[src/rtl/nu_residue_alu_pipe_pkg.sv]
// Shared opcodes, flag patterns and mod 2^K-1 residue helpers for nu_residue_alu_pipe.
// The optional checker-injection port is enabled by NU_RESIDUE_INJECT_EN.
`ifndef NU_RESIDUE_ALU_PIPE_MACROS
`define NU_RESIDUE_ALU_PIPE_MACROS
`define SIZE_OPCODE_I   6
`define EXECUTION_FLAGS 6
`endif

package nu_residue_alu_pipe_pkg;

  localparam int RES_KMAX = 8;
  typedef logic [RES_KMAX-1:0] res_t;

  typedef enum logic [1:0] {CHK_NONE, CHK_ADD, CHK_SUB} chk_e;

  localparam logic [`SIZE_OPCODE_I-1:0] OP_NOP   = 6'd0;
  localparam logic [`SIZE_OPCODE_I-1:0] OP_ADD   = 6'd1;
  localparam logic [`SIZE_OPCODE_I-1:0] OP_ADDU  = 6'd2;
  localparam logic [`SIZE_OPCODE_I-1:0] OP_ADDI  = 6'd3;
  localparam logic [`SIZE_OPCODE_I-1:0] OP_ADDIU = 6'd4;
  localparam logic [`SIZE_OPCODE_I-1:0] OP_SUB   = 6'd5;
  localparam logic [`SIZE_OPCODE_I-1:0] OP_SUBU  = 6'd6;
  localparam logic [`SIZE_OPCODE_I-1:0] OP_AND   = 6'd7;
  localparam logic [`SIZE_OPCODE_I-1:0] OP_ANDI  = 6'd8;
  localparam logic [`SIZE_OPCODE_I-1:0] OP_OR    = 6'd9;
  localparam logic [`SIZE_OPCODE_I-1:0] OP_ORI   = 6'd10;
  localparam logic [`SIZE_OPCODE_I-1:0] OP_XOR   = 6'd11;
  localparam logic [`SIZE_OPCODE_I-1:0] OP_XORI  = 6'd12;
  localparam logic [`SIZE_OPCODE_I-1:0] OP_NOR   = 6'd13;
  localparam logic [`SIZE_OPCODE_I-1:0] OP_SLT   = 6'd14;
  localparam logic [`SIZE_OPCODE_I-1:0] OP_SLTU  = 6'd15;
  localparam logic [`SIZE_OPCODE_I-1:0] OP_SLTI  = 6'd16;
  localparam logic [`SIZE_OPCODE_I-1:0] OP_SLTIU = 6'd17;
  localparam logic [`SIZE_OPCODE_I-1:0] OP_SLL   = 6'd18;
  localparam logic [`SIZE_OPCODE_I-1:0] OP_SRL   = 6'd19;
  localparam logic [`SIZE_OPCODE_I-1:0] OP_SRA   = 6'd20;
  localparam logic [`SIZE_OPCODE_I-1:0] OP_LUI   = 6'd21;
  localparam logic [`SIZE_OPCODE_I-1:0] OP_MFHI  = 6'd22;
  localparam logic [`SIZE_OPCODE_I-1:0] OP_MTHI  = 6'd23;

  localparam logic [`EXECUTION_FLAGS-1:0] EXEC_OK  = 6'b010100;
  localparam logic [`EXECUTION_FLAGS-1:0] EXEC_NOP = 6'b000100;
  localparam logic [`EXECUTION_FLAGS-1:0] FLAG_OVF = 6'b000010;

  function automatic res_t res_modulus(input int k);
    return res_t'((9'd1 << k) - 9'd1);
  endfunction

  // 2^dw mod (2^k-1) collapses to 2^(dw mod k)
  function automatic res_t res_r(input int dw, input int k);
    return res_t'(9'd1 << (dw % k));
  endfunction

  function automatic res_t res_norm(input res_t x, input int k);
    return (x == res_modulus(k)) ? '0 : x;
  endfunction

  function automatic res_t eac_add(input res_t a, input res_t b, input int k);
    res_t              m;
    logic [RES_KMAX:0] s;
    logic [RES_KMAX:0] c;
    m = res_modulus(k);
    s = {1'b0, a & m} + {1'b0, b & m};
    c = s >> k;
    return ((s[RES_KMAX-1:0] & m) + res_t'(c[0])) & m;
  endfunction

endpackage

[src/rtl/nu_residue_alu_pipe_if.sv]
// Issue/result bundle for nu_residue_alu_pipe; inject_i exists only with NU_RESIDUE_INJECT_EN.
interface nu_residue_alu_pipe_if #(
  parameter int DATA_W   = 32,
  parameter int IMM_W    = 16,
  parameter int RES_K    = 5,
  parameter int ERRCNT_W = 16
);
  typedef logic [RES_K-1:0] inj_t;

  logic                          valid_i;
  logic [`SIZE_OPCODE_I-1:0]     opcode_i;
  logic [DATA_W-1:0]             data1_i;
  logic [DATA_W-1:0]             data2_i;
  logic [IMM_W-1:0]              immd_i;
  logic                          stall_i;
  logic                          clear_i;
`ifdef NU_RESIDUE_INJECT_EN
  inj_t                          inject_i;
`endif
  logic                          ready_o;
  logic                          valid_o;
  logic [DATA_W-1:0]             result_o;
  logic [`EXECUTION_FLAGS-1:0]   flags_o;
  logic                          error_o;
  logic [ERRCNT_W-1:0]           err_count_o;

  modport master (
`ifdef NU_RESIDUE_INJECT_EN
    output inject_i,
`endif
    output valid_i, opcode_i, data1_i, data2_i, immd_i, stall_i, clear_i,
    input  ready_o, valid_o, result_o, flags_o, error_o, err_count_o
  );

  modport slave (
`ifdef NU_RESIDUE_INJECT_EN
    input  inject_i,
`endif
    input  valid_i, opcode_i, data1_i, data2_i, immd_i, stall_i, clear_i,
    output ready_o, valid_o, result_o, flags_o, error_o, err_count_o
  );
endinterface

[src/rtl/nu_residue_alu_pipe_gen.sv]
// Folds a DATA_W word into its mod 2^RES_K-1 residue with end-around-carry adds.
module nu_residue_gen
  import nu_residue_alu_pipe_pkg::*;
#(
  parameter int DATA_W = 32,
  parameter int RES_K  = 5
) (
  input  logic [DATA_W-1:0] i_data,
  output res_t              o_res
);
  localparam int NCH = (DATA_W + RES_K - 1) / RES_K;

  logic [NCH*RES_K-1:0] w_pad;
  res_t                 w_acc;

  always_comb begin
    w_pad = '0;
    w_pad[DATA_W-1:0] = i_data;
    w_acc = '0;
    for (int i = 0; i < NCH; i++)
      w_acc = eac_add(w_acc, res_t'(w_pad[i*RES_K +: RES_K]), RES_K);
    o_res = res_norm(w_acc, RES_K);
  end
endmodule

[src/rtl/nu_residue_alu_pipe.sv]
// Two-stage ALU with mod 2^RES_K-1 residue checking of add/sub results.
// Define NU_RESIDUE_INJECT_EN to add inject_i, XORed into the S2 predicted residue.
module nu_residue_alu_pipe
  import nu_residue_alu_pipe_pkg::*;
#(
  parameter int DATA_W   = 32,
  parameter int IMM_W    = 16,
  parameter int RES_K    = 5,
  parameter int ERRCNT_W = 16
) (
  input  logic                  clk,
  input  logic                  reset,
  nu_residue_alu_pipe_if.slave  bus
);
  localparam res_t RES_R = res_r(DATA_W, RES_K);
  localparam int   SHW   = $clog2(DATA_W);

  typedef struct packed {
    logic [DATA_W-1:0]           result;
    logic [`EXECUTION_FLAGS-1:0] flags;
    chk_e                        chk;
    logic                        carry;  // carry-out for add, borrow for sub
    res_t                        ra;
    res_t                        rb;
  } s1_t;

  logic [2:1]                  r_vld_pipe;
  s1_t                         r_s1;
  logic [DATA_W-1:0]           r_result;
  logic [`EXECUTION_FLAGS-1:0] r_flags;
  logic                        r_err;
  logic [ERRCNT_W-1:0]         r_cnt;

  s1_t               w_s1;
  logic              w_acc, w_fail;
  logic [DATA_W-1:0] w_a, w_d2, w_bs, w_sext, w_zext;
  logic [DATA_W:0]   w_sum, w_dif;
  logic [SHW-1:0]    w_sh;
  logic              w_is_imm_add;
  res_t              w_ra, w_rb, w_rres, w_pred, w_act;

  assign w_acc  = bus.valid_i & ~bus.stall_i;
  assign w_a    = bus.data1_i;
  assign w_d2   = bus.data2_i;
  assign w_sh   = bus.data2_i[SHW-1:0];
  assign w_sext = {{(DATA_W-IMM_W){bus.immd_i[IMM_W-1]}}, bus.immd_i};
  assign w_zext = {{(DATA_W-IMM_W){1'b0}}, bus.immd_i};
  assign w_is_imm_add = (bus.opcode_i == OP_ADDI) || (bus.opcode_i == OP_ADDIU);
  // B operand for the residue path: sign-extended immediate where the op uses it
  assign w_bs   = (w_is_imm_add || bus.opcode_i == OP_SLTI) ? w_sext : w_d2;
  assign w_sum  = {1'b0, w_a} + {1'b0, w_bs};
  assign w_dif  = {1'b0, w_a} - {1'b0, w_d2};

  nu_residue_gen #(.DATA_W(DATA_W), .RES_K(RES_K)) u_res_a (.i_data(w_a),         .o_res(w_ra));
  nu_residue_gen #(.DATA_W(DATA_W), .RES_K(RES_K)) u_res_b (.i_data(w_bs),        .o_res(w_rb));
  nu_residue_gen #(.DATA_W(DATA_W), .RES_K(RES_K)) u_res_r (.i_data(r_s1.result), .o_res(w_rres));

  always_comb begin
    w_s1       = '0;
    w_s1.ra    = w_ra;
    w_s1.rb    = w_rb;
    w_s1.flags = EXEC_OK;
    case (bus.opcode_i)
      OP_ADD, OP_ADDU, OP_ADDI, OP_ADDIU: begin
        w_s1.result = w_sum[DATA_W-1:0];
        w_s1.carry  = w_sum[DATA_W];
        w_s1.chk    = CHK_ADD;
        if ((bus.opcode_i == OP_ADD || bus.opcode_i == OP_ADDI) &&
            (w_a[DATA_W-1] == w_bs[DATA_W-1]) && (w_sum[DATA_W-1] != w_a[DATA_W-1]))
          w_s1.flags = EXEC_OK | FLAG_OVF;
      end
      OP_SUB, OP_SUBU: begin
        w_s1.result = w_dif[DATA_W-1:0];
        w_s1.carry  = w_dif[DATA_W];
        w_s1.chk    = CHK_SUB;
        if ((bus.opcode_i == OP_SUB) &&
            (w_a[DATA_W-1] != w_d2[DATA_W-1]) && (w_dif[DATA_W-1] != w_a[DATA_W-1]))
          w_s1.flags = EXEC_OK | FLAG_OVF;
      end
      OP_AND:   w_s1.result = w_a & w_d2;
      OP_ANDI:  w_s1.result = w_a & w_zext;
      OP_OR:    w_s1.result = w_a | w_d2;
      OP_ORI:   w_s1.result = w_a | w_zext;
      OP_XOR:   w_s1.result = w_a ^ w_d2;
      OP_XORI:  w_s1.result = w_a ^ w_zext;
      OP_NOR:   w_s1.result = ~(w_a | w_d2);
      OP_SLT:   w_s1.result = {{(DATA_W-1){1'b0}}, $signed(w_a) < $signed(w_d2)};
      OP_SLTI:  w_s1.result = {{(DATA_W-1){1'b0}}, $signed(w_a) < $signed(w_sext)};
      OP_SLTU:  w_s1.result = {{(DATA_W-1){1'b0}}, w_a < w_d2};
      OP_SLTIU: w_s1.result = {{(DATA_W-1){1'b0}}, w_a < w_zext};
      OP_SLL:   w_s1.result = w_a << w_sh;
      OP_SRL:   w_s1.result = w_a >> w_sh;
      OP_SRA:   w_s1.result = DATA_W'($signed(w_a) >>> w_sh);
      OP_LUI:   w_s1.result = w_zext << (DATA_W - IMM_W);
      OP_MFHI, OP_MTHI: w_s1.result = w_a;
      OP_NOP:   w_s1.flags  = EXEC_NOP;
      default:  w_s1.flags  = '0;
    endcase
  end

  // Predicted side comes from operand residues, actual side from the result residue
  always_comb begin
    w_pred = '0;
    w_act  = '0;
    case (r_s1.chk)
      CHK_ADD: begin
        w_pred = eac_add(r_s1.ra, r_s1.rb, RES_K);
        w_act  = eac_add(w_rres, r_s1.carry ? RES_R : '0, RES_K);
      end
      CHK_SUB: begin
        w_pred = eac_add(r_s1.ra, r_s1.carry ? RES_R : '0, RES_K);
        w_act  = eac_add(w_rres, r_s1.rb, RES_K);
      end
      default: ;
    endcase
`ifdef NU_RESIDUE_INJECT_EN
    w_pred = w_pred ^ res_t'(bus.inject_i);
`endif
    w_fail = (r_s1.chk != CHK_NONE) && (res_norm(w_pred, RES_K) != res_norm(w_act, RES_K));
  end

  always_ff @(posedge clk or negedge reset) begin
    if (!reset) begin
      r_vld_pipe <= '0;
      r_s1       <= '0;
      r_result   <= '0;
      r_flags    <= '0;
      r_err      <= 1'b0;
      r_cnt      <= '0;
    end else begin
      if (!bus.stall_i) begin
        r_vld_pipe <= {r_vld_pipe[1], w_acc};
        if (w_acc) r_s1 <= w_s1;
        if (r_vld_pipe[1]) begin
          r_result <= r_s1.result;
          r_flags  <= r_s1.flags;
        end
      end
      if (bus.clear_i) begin
        r_err <= 1'b0;
        r_cnt <= '0;
      end else if (!bus.stall_i && r_vld_pipe[1] && w_fail) begin
        r_err <= 1'b1;
        if (r_cnt != '1) r_cnt <= r_cnt + 1'b1;
      end
    end
  end

  assign bus.ready_o     = ~bus.stall_i;
  assign bus.valid_o     = r_vld_pipe[2];
  assign bus.result_o    = r_result;
  assign bus.flags_o     = r_flags;
  assign bus.error_o     = r_err;
  assign bus.err_count_o = r_cnt;
endmodule

[src/flat_wrapper.sv]
// flat-port wrapper written by rule: the top's interface ports become plain ports
module nu_residue_alu_pipe_flat import nu_residue_alu_pipe_pkg::*;
#(
  parameter int DATA_W   = 32,
  parameter int IMM_W    = 16,
  parameter int RES_K    = 5,
  parameter int ERRCNT_W = 16
)
  (clk, reset, bus_valid_i, bus_opcode_i, bus_data1_i, bus_data2_i, bus_immd_i, bus_stall_i, bus_clear_i, bus_ready_o, bus_valid_o, bus_result_o, bus_flags_o, bus_error_o, bus_err_count_o);
  nu_residue_alu_pipe_if #(.DATA_W(DATA_W), .IMM_W(IMM_W), .RES_K(RES_K), .ERRCNT_W(ERRCNT_W)) bus_i ();
  input  logic clk;
  input  logic reset;
  input wire logic [$bits(bus_i.valid_i)-1:0] bus_valid_i;
  input wire logic [$bits(bus_i.opcode_i)-1:0] bus_opcode_i;
  input wire logic [$bits(bus_i.data1_i)-1:0] bus_data1_i;
  input wire logic [$bits(bus_i.data2_i)-1:0] bus_data2_i;
  input wire logic [$bits(bus_i.immd_i)-1:0] bus_immd_i;
  input wire logic [$bits(bus_i.stall_i)-1:0] bus_stall_i;
  input wire logic [$bits(bus_i.clear_i)-1:0] bus_clear_i;
  output wire logic [$bits(bus_i.ready_o)-1:0] bus_ready_o;
  output wire logic [$bits(bus_i.valid_o)-1:0] bus_valid_o;
  output wire logic [$bits(bus_i.result_o)-1:0] bus_result_o;
  output wire logic [$bits(bus_i.flags_o)-1:0] bus_flags_o;
  output wire logic [$bits(bus_i.error_o)-1:0] bus_error_o;
  output wire logic [$bits(bus_i.err_count_o)-1:0] bus_err_count_o;
  assign bus_i.valid_i = bus_valid_i;
  assign bus_i.opcode_i = bus_opcode_i;
  assign bus_i.data1_i = bus_data1_i;
  assign bus_i.data2_i = bus_data2_i;
  assign bus_i.immd_i = bus_immd_i;
  assign bus_i.stall_i = bus_stall_i;
  assign bus_i.clear_i = bus_clear_i;
  assign bus_ready_o = bus_i.ready_o;
  assign bus_valid_o = bus_i.valid_o;
  assign bus_result_o = bus_i.result_o;
  assign bus_flags_o = bus_i.flags_o;
  assign bus_error_o = bus_i.error_o;
  assign bus_err_count_o = bus_i.err_count_o;
  nu_residue_alu_pipe #(.DATA_W(DATA_W), .IMM_W(IMM_W), .RES_K(RES_K), .ERRCNT_W(ERRCNT_W)) u_core (.clk(clk), .reset(reset), .bus(bus_i));
endmodule
[config.mk]
export PLATFORM = sky130hd
export DESIGN_NAME = nu_residue_alu_pipe_flat
export DESIGN_NICKNAME = d
export VERILOG_FILES = /design/src/rtl/nu_residue_alu_pipe_pkg.sv /design/src/rtl/nu_residue_alu_pipe_if.sv /design/src/rtl/nu_residue_alu_pipe_gen.sv /design/src/rtl/nu_residue_alu_pipe.sv /design/src/flat_wrapper.sv
export SDC_FILE = /design/constraint.sdc
export NUM_CORES = 1
export LEC_CHECK = 0
export CAP_MARGIN = 20
export CORE_ASPECT_RATIO = 1.5
export CORE_MARGIN = 3
export CORE_UTILIZATION = 30
export CTS_CLUSTER_SIZE = 12
export DETAILED_ROUTE_END_ITERATION = 8
export GPL_TIMING_DRIVEN = 0
export REMOVE_ABC_BUFFERS = 1
export SLEW_MARGIN = 20
export SYNTH_ARGS = -nofsm -noshare
export SYNTH_HDL_FRONTEND = slang
export SYNTH_SLANG_ARGS = --single-unit
[constraint.sdc]
create_clock -name clk -period 15.5 [get_ports clk]
set_input_delay 1.55 -clock clk [delete_from_list [all_inputs] [get_ports clk]]
set_output_delay 1.55 -clock clk [all_outputs]
set_load 0.02 [all_outputs]
=== Yosys cells after proc, flatten, opt, wreduce, memory -nomap -nowiden ===
Index checks and enable logic that the tools add are counted.

* Div/mod/pow operators: 0
* Order comparisons: 4
* Add/sub/neg operators: 47
* Reductions and logical operators: 22
* Mux-type cells: 19
* Bitwise logic cells: 9
* Shifts and indexed selects: 3
* Equal/unequal tests: 36
* Multipliers: 0

{| class="wikitable"
|+ Operator list
! kind !! number
|-
| $pmux W32 S18 || 1
|-
| $add A5 B1 Y5 || 22
|-
| $add A5 B5 Y6 || 17
|-
| $lt A32 B16 Y1 || 2
|-
| $lt A32 B32 Y1 || 2
|-
| $eq A6 B4 Y1 const B || 8
|-
| $eq A6 B5 Y1 const B || 8
|-
| $mux W16 || 3
|-
| $add A32 B32 Y33 || 1
|-
| $sub A32 B32 Y33 || 1
|-
| $and A32 B16 Y32 || 1
|-
| $and A32 B32 Y32 || 1
|-
| $mux W32 || 1
|-
| $not A32 Y32 || 1
|-
| $or A32 B16 Y32 || 1
|-
| $or A32 B32 Y32 || 1
|-
| $shl A32 B5 Y32 || 1
|-
| $shr A32 B5 Y32 || 1
|-
| $sshr A32 B5 Y32 || 1
|-
| $xor A32 B16 Y32 || 1
|-
| $xor A32 B32 Y32 || 1
|-
| $eq A5 B5 Y1 const B || 5
|-
| $mux W5 || 5
|-
| $eq A6 B3 Y1 const B || 4
|-
| 28 further kinds || 50
|}

* Memory bits (read-only): 0
* Memories kept: 0
* Output and inout port bits: 57
* Latch bits: 0
* Input bits: 91
* RAM bits: 0
* Flip-flop bits (word level): 108
* Logic and storage cells: 151

=== Longest topological paths before layout ===
Gate-level depths: netlist of the first run.

* Word-level depth: 24
* Depth in mapped cells: 75
* Gate-level depth less buffers: 73

=== Cells and area by module ===
A second synthesis of the first run with hierarchy kept.

* Cell total of the unflattened synthesis: 2,753
* Area, all modules: 21,526.9 um2

{| class="wikitable"
|+ By module, submodules not included
! module !! seq. area each (um2) !! times used !! area each (um2) !! cells each
|-
| nu_residue_alu_pipe || 2,552.4 || 1 || 16,777.3 || 2,200
|-
| nu_residue_gen at u_core.u_res_a ... || 0.0 || 2 || 1,576.5 || 185
|-
| nu_residue_gen at u_core.u_res_r || 0.0 || 1 || 1,596.5 || 183
|}

=== Worst setup path before layout of the first run ===
No wires, ideal clock.

* Path type: register to register
* Start: register u_core.r_s1[26] (netlist name)
* End: register u_core.r_cnt[12] (netlist: u_core.bus.err_count_o[12])
* Path buffers: 2
* Period minus slack after synthesis: 13.490 ns
* Library setup time: 0.128 ns
* Cell stages (with the launch flop): 73
* Data required time: 15.372 ns
* Setup slack: 2.010 ns
* Data arrival time: 13.363 ns
* Cells stage by stage: dfrtp_1 ha_1 a21o_1 a21oi_1 nor2b_1 o21ai_0 nand2b_1 ha_1 ha_1 ha_1 a21o_1 a21oi_1 nor2b_1 o21ai_0 nand2b_1 ha_1 ha_1 ha_1 (+37 left out) a21o_1 ha_1 ha_1 xnor2_1 xnor2_1 or2_2 nor2_1 a21oi_1 nand3_1 nand3_1 o21bai_1 nor3_1 or4_1 o311a_1 buf_6 buf_6 nor3_1 mux2_1

* Cells in the longest elaborated chain, start to end: 24
* Elaborated cells between the ends (all ways): 26
* Classes of those cells: add/sub (16); eq/ne (3); mux (3); reduce/logical (4)

{| class="wikitable"
|+ RTL lines
! element !! line !! source
|-
| from (decl) || nu_residue_alu_pipe.sv:28 || <nowiki>s1_t r_s1;</nowiki>
|-
| from (signal assigned) || nu_residue_alu_pipe.sv:133 || <nowiki>if (w_acc) r_s1 <= w_s1;</nowiki>
|-
| $add A5 B5 Y6 * || nu_residue_alu_pipe_pkg.sv:63 || <nowiki>s = {1'b0, a & m} + {1'b0, b & m};</nowiki>
|-
| $add A5 B1 Y5 * || nu_residue_alu_pipe_pkg.sv:65 || <nowiki>return ((s[RES_KMAX-1:0] & m) + res_t'(c[0])) & m;</nowiki>
|-
| $add A5 B5 Y6 * || nu_residue_alu_pipe_pkg.sv:63 ||
|-
| $add A5 B1 Y5 * || nu_residue_alu_pipe_pkg.sv:65 ||
|-
| $add A5 B5 Y6 * || nu_residue_alu_pipe_pkg.sv:63 ||
|-
| $add A5 B1 Y5 * || nu_residue_alu_pipe_pkg.sv:65 ||
|-
| $add A5 B5 Y6 * || nu_residue_alu_pipe_pkg.sv:63 ||
|-
| $add A5 B1 Y5 * || nu_residue_alu_pipe_pkg.sv:65 ||
|-
| (+8 left out) || n/a ||
|-
| $pmux W5 S2 * || nu_residue_alu_pipe.sv:105 || <nowiki>case (r_s1.chk)</nowiki>
|-
| $eq A5 B5 Y1 || nu_residue_alu_pipe_pkg.sv:55 || <nowiki>return (x == res_modulus(k)) ? '0 : x;</nowiki>
|-
| $mux W5 * || nu_residue_alu_pipe_pkg.sv:55 ||
|-
| $ne A8 B8 Y1 * || nu_residue_alu_pipe.sv:119 || <nowiki>w_fail = (r_s1.chk != CHK_NONE) && (res_norm(w_pred, RES_K) != res_norm(w_act, RES_K));</nowiki>
|-
| $logic_and A1 B1 Y1 * || nu_residue_alu_pipe.sv:119 ||
|-
| $logic_and A1 B1 Y1 * || nu_residue_alu_pipe.sv:142 || <nowiki>end else if (!bus.stall_i && r_vld_pipe[1] && w_fail) begin</nowiki>
|-
| $reduce_bool A2 Y1 (no line) * || n/a ||
|-
| $reduce_and A2 Y1 (no line) * || n/a ||
|-
| to (signal assigned) || nu_residue_alu_pipe.sv:144 || <nowiki>if (r_cnt != '1) r_cnt <= r_cnt + 1'b1;</nowiki>
|-
| to (decl) || nu_residue_alu_pipe.sv:32 || <nowiki>logic [ERRCNT_W-1:0] r_cnt;</nowiki>
|}

Mark *: on every way between the ends. The rest lies on a longest branch, timed or not.
A chain may end at the register's enable or synchronous reset.

=== Worst setup path in the final report of the first run ===
* Start: register u_core.r_s1[25] (netlist name)
* End: register u_core.r_cnt[0] (netlist: u_core.bus.err_count_o[0])

Same word-level chain as after synthesis.

==> flow_metrics.env, run 1 <==
export IMPL_wl_um=80900
export IMPL_total_power_mw=5.02
export IMPL_die_width_um=217
export IMPL_final_setup_skew_ps=13.4
export IMPL_cts_max_level=3
export IMPL_critPathBufInv=2
export IMPL_path_common_cell="ha_1"
export IMPL_grt_overflow_total=0
export IMPL_synth_mux_area_frac=0.0742
export IMPL_routedWlPerCell_um=22.7
export IMPL_synth_edff_count=0
export IMPL_layout_common_cells="ha_1 (332), nand2_1 (223), nor2_1 (222)"
export IMPL_cts_path_max_buffers=2
export IMPL_setup_viol=0
export IMPL_drtPass1Iterations=8
export IMPL_root_buffer="clkbuf_16"
export IMPL_cp_end_kind="register"
export IMPL_cpPeakStageDelay_ps=500
export IMPL_peakVddDrop_uv=423
export IMPL_synth_top_family_by_area="compound AO/OA/AOI/OAI gates"
export IMPL_rrSetupSlack_ps=1050
export IMPL_status="finished, final reports clean"
export IMPL_row_count=115
export IMPL_hold_path_startpoint="u_core.bus.result_o[16]"
export IMPL_tritoncts="yes"
export IMPL_power_switching_mw=2.70
export IMPL_whs_endpoint="u_core.bus.result_o[16]"
export IMPL_yosys_warnings=0
export IMPL_yosysSeqAreaShare=0.128
export IMPL_grt_max_degree=72
export IMPL_synth_ff_type="dfrtp_1"
export IMPL_p_int_mw=2.32
export IMPL_syn_avg_cell_area_um2=7.64
export IMPL_drc_errors=0
export IMPL_vias_per_cell=5.68
export IMPL_maxCapViolCount=0
export IMPL_maxSlewViolCount=0
export IMPL_dieArea_mm2=0.0697
export IMPL_pwr_share_comb=0.885
export IMPL_r2r_worst_path_cells=71
export IMPL_max_slew_margin_rel=0.199
export IMPL_worst_pin_slew_ps=1190
export IMPL_fmax_mhz=69.2
export IMPL_final_net_count=3130
export IMPL_grt_usage=0.222
export IMPL_cts_sinks=102
export IMPL_power_clock_fraction=0.047
export IMPL_holdPathStages=2
export IMPL_timing_final_crit_share=0.932
export IMPL_core_mm2=0.0658
export IMPL_portBuffers=144
export IMPL_drive_gt1_frac=0.0577
export IMPL_required_ps=15770
export IMPL_cts_hold_buffers=0
export IMPL_holdCritPathClass="reg2reg"
export IMPL_synthSimpleGateAreaFrac=0.172
export IMPL_p_leak_nw=10.6
export IMPL_synth_distinct_cells=81
export IMPL_hold_ws_ps=482
export IMPL_die_y_um=322
export IMPL_ys_seq_elements=102
export IMPL_numCtsBuffers=9
export IMPL_worstSkewPairLatency_ps=370
export IMPL_hold_viol=0
export IMPL_grt_pass1_wl_um=119000
export IMPL_syn_to_final_growth_pct=14.7
export IMPL_seqPwrFrac=0.068
export IMPL_first_iter_violations=1553
export IMPL_via_count=20300
export IMPL_critPathKind="reg2reg"
export IMPL_mostFrequentLayoutCell="ha_1"
export IMPL_antenna_cells=0
export IMPL_yosys_area_share_adder=0.232
export IMPL_synthArstFlopShare=1.00
export IMPL_io_pins=148
export IMPL_start_kind="register"
export IMPL_path_max_fanout=10
export IMPL_antenna_found_initial=0
export IMPL_cp_data_arrival_time_ps=14720
export IMPL_start_util=0.304
export IMPL_path_delay_family="adder cells"
export IMPL_synth_area_mm2=0.0200
export IMPL_r2r_end="u_core.bus.err_count_o[0]"
export IMPL_synth_xor_area_frac=0.0777
export IMPL_p_sw_frac=0.537
export IMPL_synth_compound_area_share=0.257
export IMPL_synthCells=2612
export IMPL_ant_nets=0
export IMPL_clkTransAtPathRegs_ps=80
export IMPL_grt_pass1_vias=19500
export IMPL_power_per_cell_area_mw_per_mm2=219
export IMPL_slowest_stage="dfrtp_2"
export IMPL_r2r_start="u_core.r_s1[25]"
export IMPL_dp_hpwl_um=65900
export IMPL_gp_congestion=1.01
export IMPL_min_period_ps=14450
[sequential cells by signal, indices dropped and copies added, names as in the netlist]
| register | count |
|---|---|
| u_core.r_s1 | 48 |
| u_core.bus.flags_o | 3 |
| u_core.bus.error_o | 1 |
| u_core.r_vld_pipe | 2 |
| u_core.bus.result_o | 32 |
| u_core.bus.err_count_o | 16 |
[timing repair]
action | CTS | global route
setup buffers | 0 | 6
hold endpoints to repair | 0 | 0
pin swaps | 0 | 5
cloned | 0 | 1
gates resized for setup | 1 | 20
endpoints found under the setup margin | 2 | 17
[metrics by stage]
step | std cells | instance area, µm² | setup WS (ps) | setup TNS, ps | util
3_5_place_dp | 3542 | 22500 | 16.3 | 0 | 0.342
6_report | 3565 | 22900 | 1050 | 0 | 0.348
5_1_grt | 3565 | 22900 | -18.9 | -56.2 | 0.348
3_3_place_gp | 3516 | 22000 | 106 | 0 | 0.335
2_1_floorplan | 2495 | 19500 | 1840 | 0 | -
4_1_cts | 3558 | 22800 | 252 | 0 | 0.346
[layout make-up]
class                   instances  area, µm²
clock buffers                  10        229
clock inverters                 6       63.8
fillers                      7034      42900
inverters                     186        701
multi-input cells            2208      16400
flip-flops and latches        102       2550
well taps                     877       1100
repair buffers                176       1820
[worst register-to-register path: cells and delay by family (launching register included)]
kind / cells / cell delay [ps]
XOR/XNOR: 5 / 970
buffers and inverters: 2 / 230
AO/OA/AOI/OAI: 25 / 4450
adder cells (fa/ha/maj): 19 / 5180
multiplexers: 3 / 670
flip-flops: 1 / 500
AND/OR/NAND/NOR: 17 / 2350
[power groups by stage]
stage                     logic [mW]  clock network (mW)  registers [mW]
after floorplan                 3.43                   0           0.343
after detailed placement        4.43                   0           0.348
after global placement          4.37                   0           0.348
after global routing            5.02               0.256           0.346
final                           4.44               0.236           0.341
after CTS                       4.46               0.244           0.343
[metal layers]
metal,vias up,share of wire,track usage
met1,9572,0.38,0.251
met2,781,0.47,0.384
met3,291,0.049,0.0239
met4,0,0.095,0.171
li1,9609,-,-
met5,-,0,0
[cell usage after synthesis (all sizes together) (19+ instances only)]
cell	count	area share
ha	334	0.21
nand2	225	0.042
nor2	224	0.042
o21ai	216	0.054
a21oi	210	0.053
inv	186	0.035
xnor2	120	0.053
dfrtp	102	0.13
clkbuf	99	0.019
nand3	81	0.020
mux2i	79	0.040
a21o	72	0.027
xor2	54	0.025
mux2	47	0.027
a221oi	46	0.020
nor3	45	0.012
nor2b	41	0.013
nand2b	33	0.010
a22o	29	0.013
o21bai	28	0.011
a211oi	24	0.0090
a22oi	23	0.0089
nor4	23	0.0080
fa	22	0.022
buf	20	0.0051
nand4	19	0.0060
[logic make-up after synthesis]
logic type,Yosys count
flops,102
fa+ha+maj,357
simple gates,746
xor+xnor,174
compound gates,794
mux,133
buf+inv,305
other cells,1
[worst max path at each step]
stage	startpoint	to	slack, ps	depth (start not counted)
6_report	u_core.r_s1[25]	u_core.bus.err_count_o[0]	1050	71
3_3_place_gp	u_core.r_s1[25]	u_core.bus.err_count_o[0]	110	70
4_1_cts	u_core.r_s1[25]	u_core.bus.err_count_o[0]	250	70
2_1_floorplan	u_core.r_s1[26]	u_core.bus.err_count_o[0]	1840	70
5_1_grt	u_core.r_s1[25]	u_core.bus.err_count_o[0]	-20	71
3_5_place_dp	u_core.r_s1[25]	u_core.bus.err_count_o[0]	20	70
Power figures use the tool's default switching activity.
==> inputs of run 2 (changes only) <==
Settings changed: MAX_ROUTING_LAYER set to met4.
==> run 2 against run 1 <==
Net effect:
- worst setup slack got worse by 140 ps
- critical endpoint unchanged
- combinational power about the same
- first-iteration DRC count up 14%
- final area increased by 0.20%
- sequential share of layout area hardly changed
- die area is the same
- clock power is 6% higher
- flip-flop and latch count did not move
- register-to-register slack worse by 140 ps
- sequential power hardly changed
- clock skew grew 7.3 ps
- critical path depth is 1 higher
==> flow_metrics.env, run 2 (same netlist as run 1, synthesis figures left out) <==
export IMPL_routedWlPerCell_um=22.8
export IMPL_max_slew_margin_rel=0.219
export IMPL_vias_per_cell=5.70
export IMPL_grt_max_degree=74
export IMPL_antenna_found_initial=0
export IMPL_path_max_fanout=6
export IMPL_grt_pass1_wl_um=121000
export IMPL_maxSlewViolCount=0
export IMPL_drtPass1Iterations=6
export IMPL_final_setup_skew_ps=20.7
export IMPL_peakVddDrop_uv=406
export IMPL_status="finished, final reports clean"
export IMPL_fillers=6906
export IMPL_pwr_share_comb=0.882
export IMPL_cts_max_level=3
export IMPL_numCtsBuffers=9
export IMPL_tritoncts="yes"
export IMPL_slowest_stage="dfrtp_2"
export IMPL_grt_pass1_vias=19700
export IMPL_fmax_mhz=68.5
export IMPL_wl_um=81400
export IMPL_critPathBufInv=1
export IMPL_cts_sinks=102
export IMPL_place_area_mm2=0.0224
export IMPL_maxCapViolCount=0
export IMPL_start_util=0.304
export IMPL_die_width_um=217
export IMPL_drive_gt1_frac=0.0588
export IMPL_power_clock_fraction=0.050
export IMPL_cts_hold_buffers=0
export IMPL_dp_hpwl_um=65700
export IMPL_gp_congestion=1.06
export IMPL_hold_viol=0
export IMPL_die_y_um=322
export IMPL_p_sw_frac=0.534
export IMPL_largest_reg_flops=48
export IMPL_critPathKind="reg2reg"
export IMPL_holdCritPathClass="reg2reg"
export IMPL_power_per_cell_area_mw_per_mm2=219
export IMPL_row_count=115
export IMPL_min_period_ps=14590
export IMPL_portBuffers=144
export IMPL_antenna_cells=0
export IMPL_syn_to_final_growth_pct=15.0
export IMPL_path_delay_family="adder cells"
export IMPL_p_leak_nw=10.6
export IMPL_grt_usage=0.232
export IMPL_fin_area_mm2=0.0229
export IMPL_first_iter_violations=1775
export IMPL_start_kind="register"
export IMPL_power_switching_mw=2.68
export IMPL_core_mm2=0.0658
export IMPL_worstSkewPairLatency_ps=380
export IMPL_hold_ws_ps=484
export IMPL_drc_errors=0
export IMPL_io_pins=148
export IMPL_path_common_cell="ha_1"
export IMPL_timing_final_crit_share=0.942
export IMPL_seqPwrFrac=0.068
export IMPL_via_count=20300
export IMPL_regMostFlops="u_core.r_s1"
export IMPL_mostFrequentLayoutCell="ha_1"
export IMPL_fin_util=0.349
export IMPL_grt_overflow_total=0
export IMPL_cpPeakStageDelay_ps=510
export IMPL_dieArea_mm2=0.0697
export IMPL_ant_nets=0
export IMPL_root_buffer="clkbuf_16"
export IMPL_layout_common_cells="ha_1 (333), nand2_1 (223), nor2_1 (222)"
export IMPL_cts_path_max_buffers=2
export IMPL_total_power_mw=5.02
export IMPL_rsz0062_at_grt="false"
export IMPL_cp_end_kind="register"
export IMPL_p_int_mw=2.34
export IMPL_cp_data_arrival_time_ps=14870
export IMPL_clkTransAtPathRegs_ps=90
export IMPL_setup_viol=0
export IMPL_final_net_count=3128
export IMPL_worst_pin_slew_ps=1170
export IMPL_required_ps=15770
## run 2: worst paths after layout
check / from / endpoint / slack, ps / depth (start not counted)
max: u_core.r_s1[25] / u_core.bus.err_count_o[0] / 910 / 72
min: u_core.bus.result_o[11] / u_core.bus.result_o[11] / 480 / 2
max reg2reg: u_core.r_s1[25] / u_core.bus.err_count_o[0] / 910 / 72
min reg2reg: u_core.bus.result_o[11] / u_core.bus.result_o[11] / 480 / 2
max in group asynchronous: reset / u_core.r_s1[25] / 13690 / 2
min in group asynchronous: reset / u_core.bus.err_count_o[3] / 1110 / 1
## run 2: power groups by stage
stage          logic, mW  registers (mW)  clock network [mW]
2_1_floorplan       3.43           0.343                   0
3_3_place_gp        4.34           0.348                   0
3_5_place_dp        4.37           0.349                   0
4_1_cts             4.42           0.344               0.259
5_1_grt             5.06           0.346               0.268
6_report            4.43           0.343               0.250
## run 2: per-stage QoR
step	setup WS [ps]	cells	setup TNS, ps
final	906	3563	0
after global routing	23.5	3563	0
after CTS	149	3557	0
after detailed placement	-98.3	3541	-503
after global placement	104	3516	0
after floorplan	1840	2495	0
## run 2: cell type report
type	count	area, µm²	share of cell area
clock buffer	9	225	0.00982
tap	877	1100	0.0478
clock inverter	7	93.8	0.00409
timing repair buffer	173	1770	0.0772
multi-input combinational	2209	16500	0.719
inverter	186	699	0.0305
sequential	102	2550	0.111
## run 2: tightest hold or removal path, delay by kind of cell (launching register included)
kind | cells | cell delay [ps]
flops | 1 | 350
compound gates | 1 | 60
simple gates | 1 | 50
## run 2: layer usage
metal | vias up | track usage | wire (µm)
li1 | 9620 | - | -
met4 | 0 | 0.174 | 8050
met3 | 322 | 0.0284 | 4090
met1 | 9558 | 0.255 | 31200
met5 | - | - | 0
met2 | 822 | 0.383 | 38000
## run 2: timing repair
action,in CTS,in global routing
setup buffers,0,4
gates cloned,0,2
gates resized for setup,1,27
pin swaps,0,4
endpoints found under the setup margin,13,17
==> inputs of run 3 (changes only) <==
Settings changed: CORE_MARGIN 3 to 4.
==> run 3 against run 2 <==
Net effect:
- utilization hardly changed
- cell count hardly changed
- critical path depth stayed put
- count of clock-buffer cells in the layout stayed put
- non-clock buffer count is 3 higher
- sequential power hardly changed
- total power is 0.20% lower
- routed wire length is 0.14% higher
- die area is 1.6% higher
- largest power group unchanged
==> flow_metrics.env, run 3 (same netlist as run 1, synthesis figures left out) <==
export IMPL_status="finished, final reports clean"
export IMPL_path_common_cell="ha_1"
export IMPL_grt_usage=0.227
export IMPL_fin_util=0.349
export IMPL_cpPeakStageDelay_ps=510
export IMPL_final_setup_skew_ps=12.4
export IMPL_largest_reg_flops=48
export IMPL_dp_slack_ps=-22.6
export IMPL_wl_um=81500
export IMPL_clkTransAtPathRegs_ps=80
export IMPL_core_mm2=0.0658
export IMPL_p_sw_frac=0.537
export IMPL_layout_common_cells="ha_1 (333), nand2_1 (223), nor2_1 (222)"
export IMPL_setup_slack_ps=976
export IMPL_row_count=115
export IMPL_holdCritPathClass="reg2reg"
export IMPL_p_int_mw=2.32
export IMPL_io_pins=148
export IMPL_start_kind="register"
export IMPL_maxSlewViolCount=0
export IMPL_cts_max_level=3
export IMPL_critPathKind="reg2reg"
export IMPL_met2_length_um=38600
export IMPL_worstSkewPairLatency_ps=370
export IMPL_fillers=7009
export IMPL_tritoncts="yes"
export IMPL_required_ps=15760
export IMPL_cp_data_arrival_time_ps=14790
export IMPL_grt_pass1_wl_um=120000
export IMPL_drc_errors=0
export IMPL_slowest_stage="dfrtp_2"
export IMPL_setup_viol=0
export IMPL_vias_per_cell=5.66
export IMPL_routedWlPerCell_um=22.9
export IMPL_place_inst=3541
export IMPL_grt_overflow_total=0
export IMPL_antenna_found_initial=0
export IMPL_syn_to_final_growth_pct=15.0
export IMPL_total_power_mw=5.01
export IMPL_hold_viol=0
export IMPL_multi_input_area_mm2=0.0165
export IMPL_wl_met3_um=3570
export IMPL_ant_nets=0
export IMPL_power_per_cell_area_mw_per_mm2=218
export IMPL_final_net_count=3131
export IMPL_regMostFlops="u_core.r_s1"
export IMPL_top_layer_used="met4"
export IMPL_maxCapViolCount=0
export IMPL_p_leak_nw=10.6
export IMPL_seqPwrFrac=0.068
export IMPL_rrSetupSlack_ps=980
export IMPL_mostFrequentLayoutCell="ha_1"
export IMPL_die_width_um=219
export IMPL_cts_hold_buffers=0
export IMPL_peakVddDrop_uv=372
export IMPL_dieArea_mm2=0.0708
export IMPL_drtPass1Iterations=6
export IMPL_gp_congestion=1.05
export IMPL_via_count=20200
export IMPL_cts_sinks=102
export IMPL_pwr_share_comb=0.885
export IMPL_antenna_cells=0
export IMPL_grt_max_degree=74
export IMPL_power_clock_fraction=0.047
export IMPL_start_util=0.304
export IMPL_cp_end_kind="register"
export IMPL_die_y_um=324
export IMPL_path_max_fanout=9
export IMPL_met1_length_um=31300
export IMPL_drive_gt1_frac=0.0595
export IMPL_power_switching_mw=2.69
export IMPL_root_buffer="clkbuf_16"
export IMPL_grt_pass1_vias=19600
export IMPL_min_period_ps=14520
export IMPL_timing_final_crit_share=0.937
export IMPL_fin_cells=3566
export IMPL_dp_hpwl_um=66400
export IMPL_worst_pin_slew_ps=1110
export IMPL_max_slew_margin_rel=0.263
export IMPL_first_iter_violations=1609
export IMPL_fmax_mhz=68.9
export IMPL_ff_latch_area_mm2=0.00255
export IMPL_cts_path_max_buffers=2
export IMPL_portBuffers=144
export IMPL_numCtsBuffers=9
-- run 3: cell types whose count changed in the layout (fill, tap and decap cells not counted), sizes merged --
| cell | previous run | this run |
|---|---|---|
| inv | 187 | 189 |
| clkinv | 5 | 4 |
| bufinv | 1 | 0 |
| buf | 36 | 39 |
-- run 3: final timing paths --
path / cells after the start / start / end
max: 72 / u_core.r_s1[25] / u_core.bus.err_count_o[8]
min: 2 / u_core.bus.result_o[26] / u_core.bus.result_o[26]
max reg2reg: 72 / u_core.r_s1[25] / u_core.bus.err_count_o[8]
min reg2reg: 2 / u_core.bus.result_o[26] / u_core.bus.result_o[26]
max in group asynchronous: 2 / reset / u_core.r_s1[25]
min in group asynchronous: 1 / reset / u_core.bus.err_count_o[3]
-- run 3: area by class of cell --
| class | instances | share of cell area |
|---|---|---|
| Inverter | 186 | 0.0305 |
| Clock buffer | 9 | 0.00981 |
| Tap cell | 877 | 0.0478 |
| Multi-Input combinational cell | 2209 | 0.719 |
| Sequential cell | 102 | 0.111 |
| Timing Repair Buffer | 176 | 0.0785 |
| Clock inverter | 7 | 0.00327 |
-- run 3: power by group through the flow --
stage / registers [mW] / clock network, mW / logic, mW
global route: 0.346 / 0.256 / 5.06
finish: 0.342 / 0.237 / 4.44
floorplan: 0.343 / 0 / 3.43
CTS: 0.343 / 0.245 / 4.46
detailed placement: 0.348 / 0 / 4.43
global placement: 0.348 / 0 / 4.38
-- run 3: timing repair --
| item | in CTS | in global routing |
|---|---|---|
| resized for setup | 1 | 27 |
| buffers inserted | 0 | 7 |
| gates cloned | 0 | 2 |
| pin swaps | 0 | 3 |
| setup endpoints to repair | 12 | 17 |
| hold endpoints to repair | 0 | 0 |
-- run 3: stage by stage --
stage	hold WS, ps	area (µm²)	TNS, ps
2_1_floorplan	443	19500	0
4_1_cts	490	22700	0
3_3_place_gp	461	22000	0
5_1_grt	510	23000	-294
3_5_place_dp	469	22400	-36.4
6_report	488	23000	0
-- run 3: metal layers --
layer / track usage / vias up
li1: - / 9626
met1: 0.254 / 9521
met2: 0.377 / 749
met3: 0.0193 / 280
met4: 0.172 / 0
met5: - / -
-- run 3: worst max-delay path: cells and delay by family, from the launching register on --
family | cells | cell delay (ps)
AO/OA/AOI/OAI | 26 | 4530
AND/OR/NAND/NOR | 19 | 2700
buffers and inverters | 1 | 180
multiplexers | 3 | 720
adder cells (fa/ha/maj) | 20 | 5200
flip-flops | 1 | 510
XOR/XNOR | 3 | 550
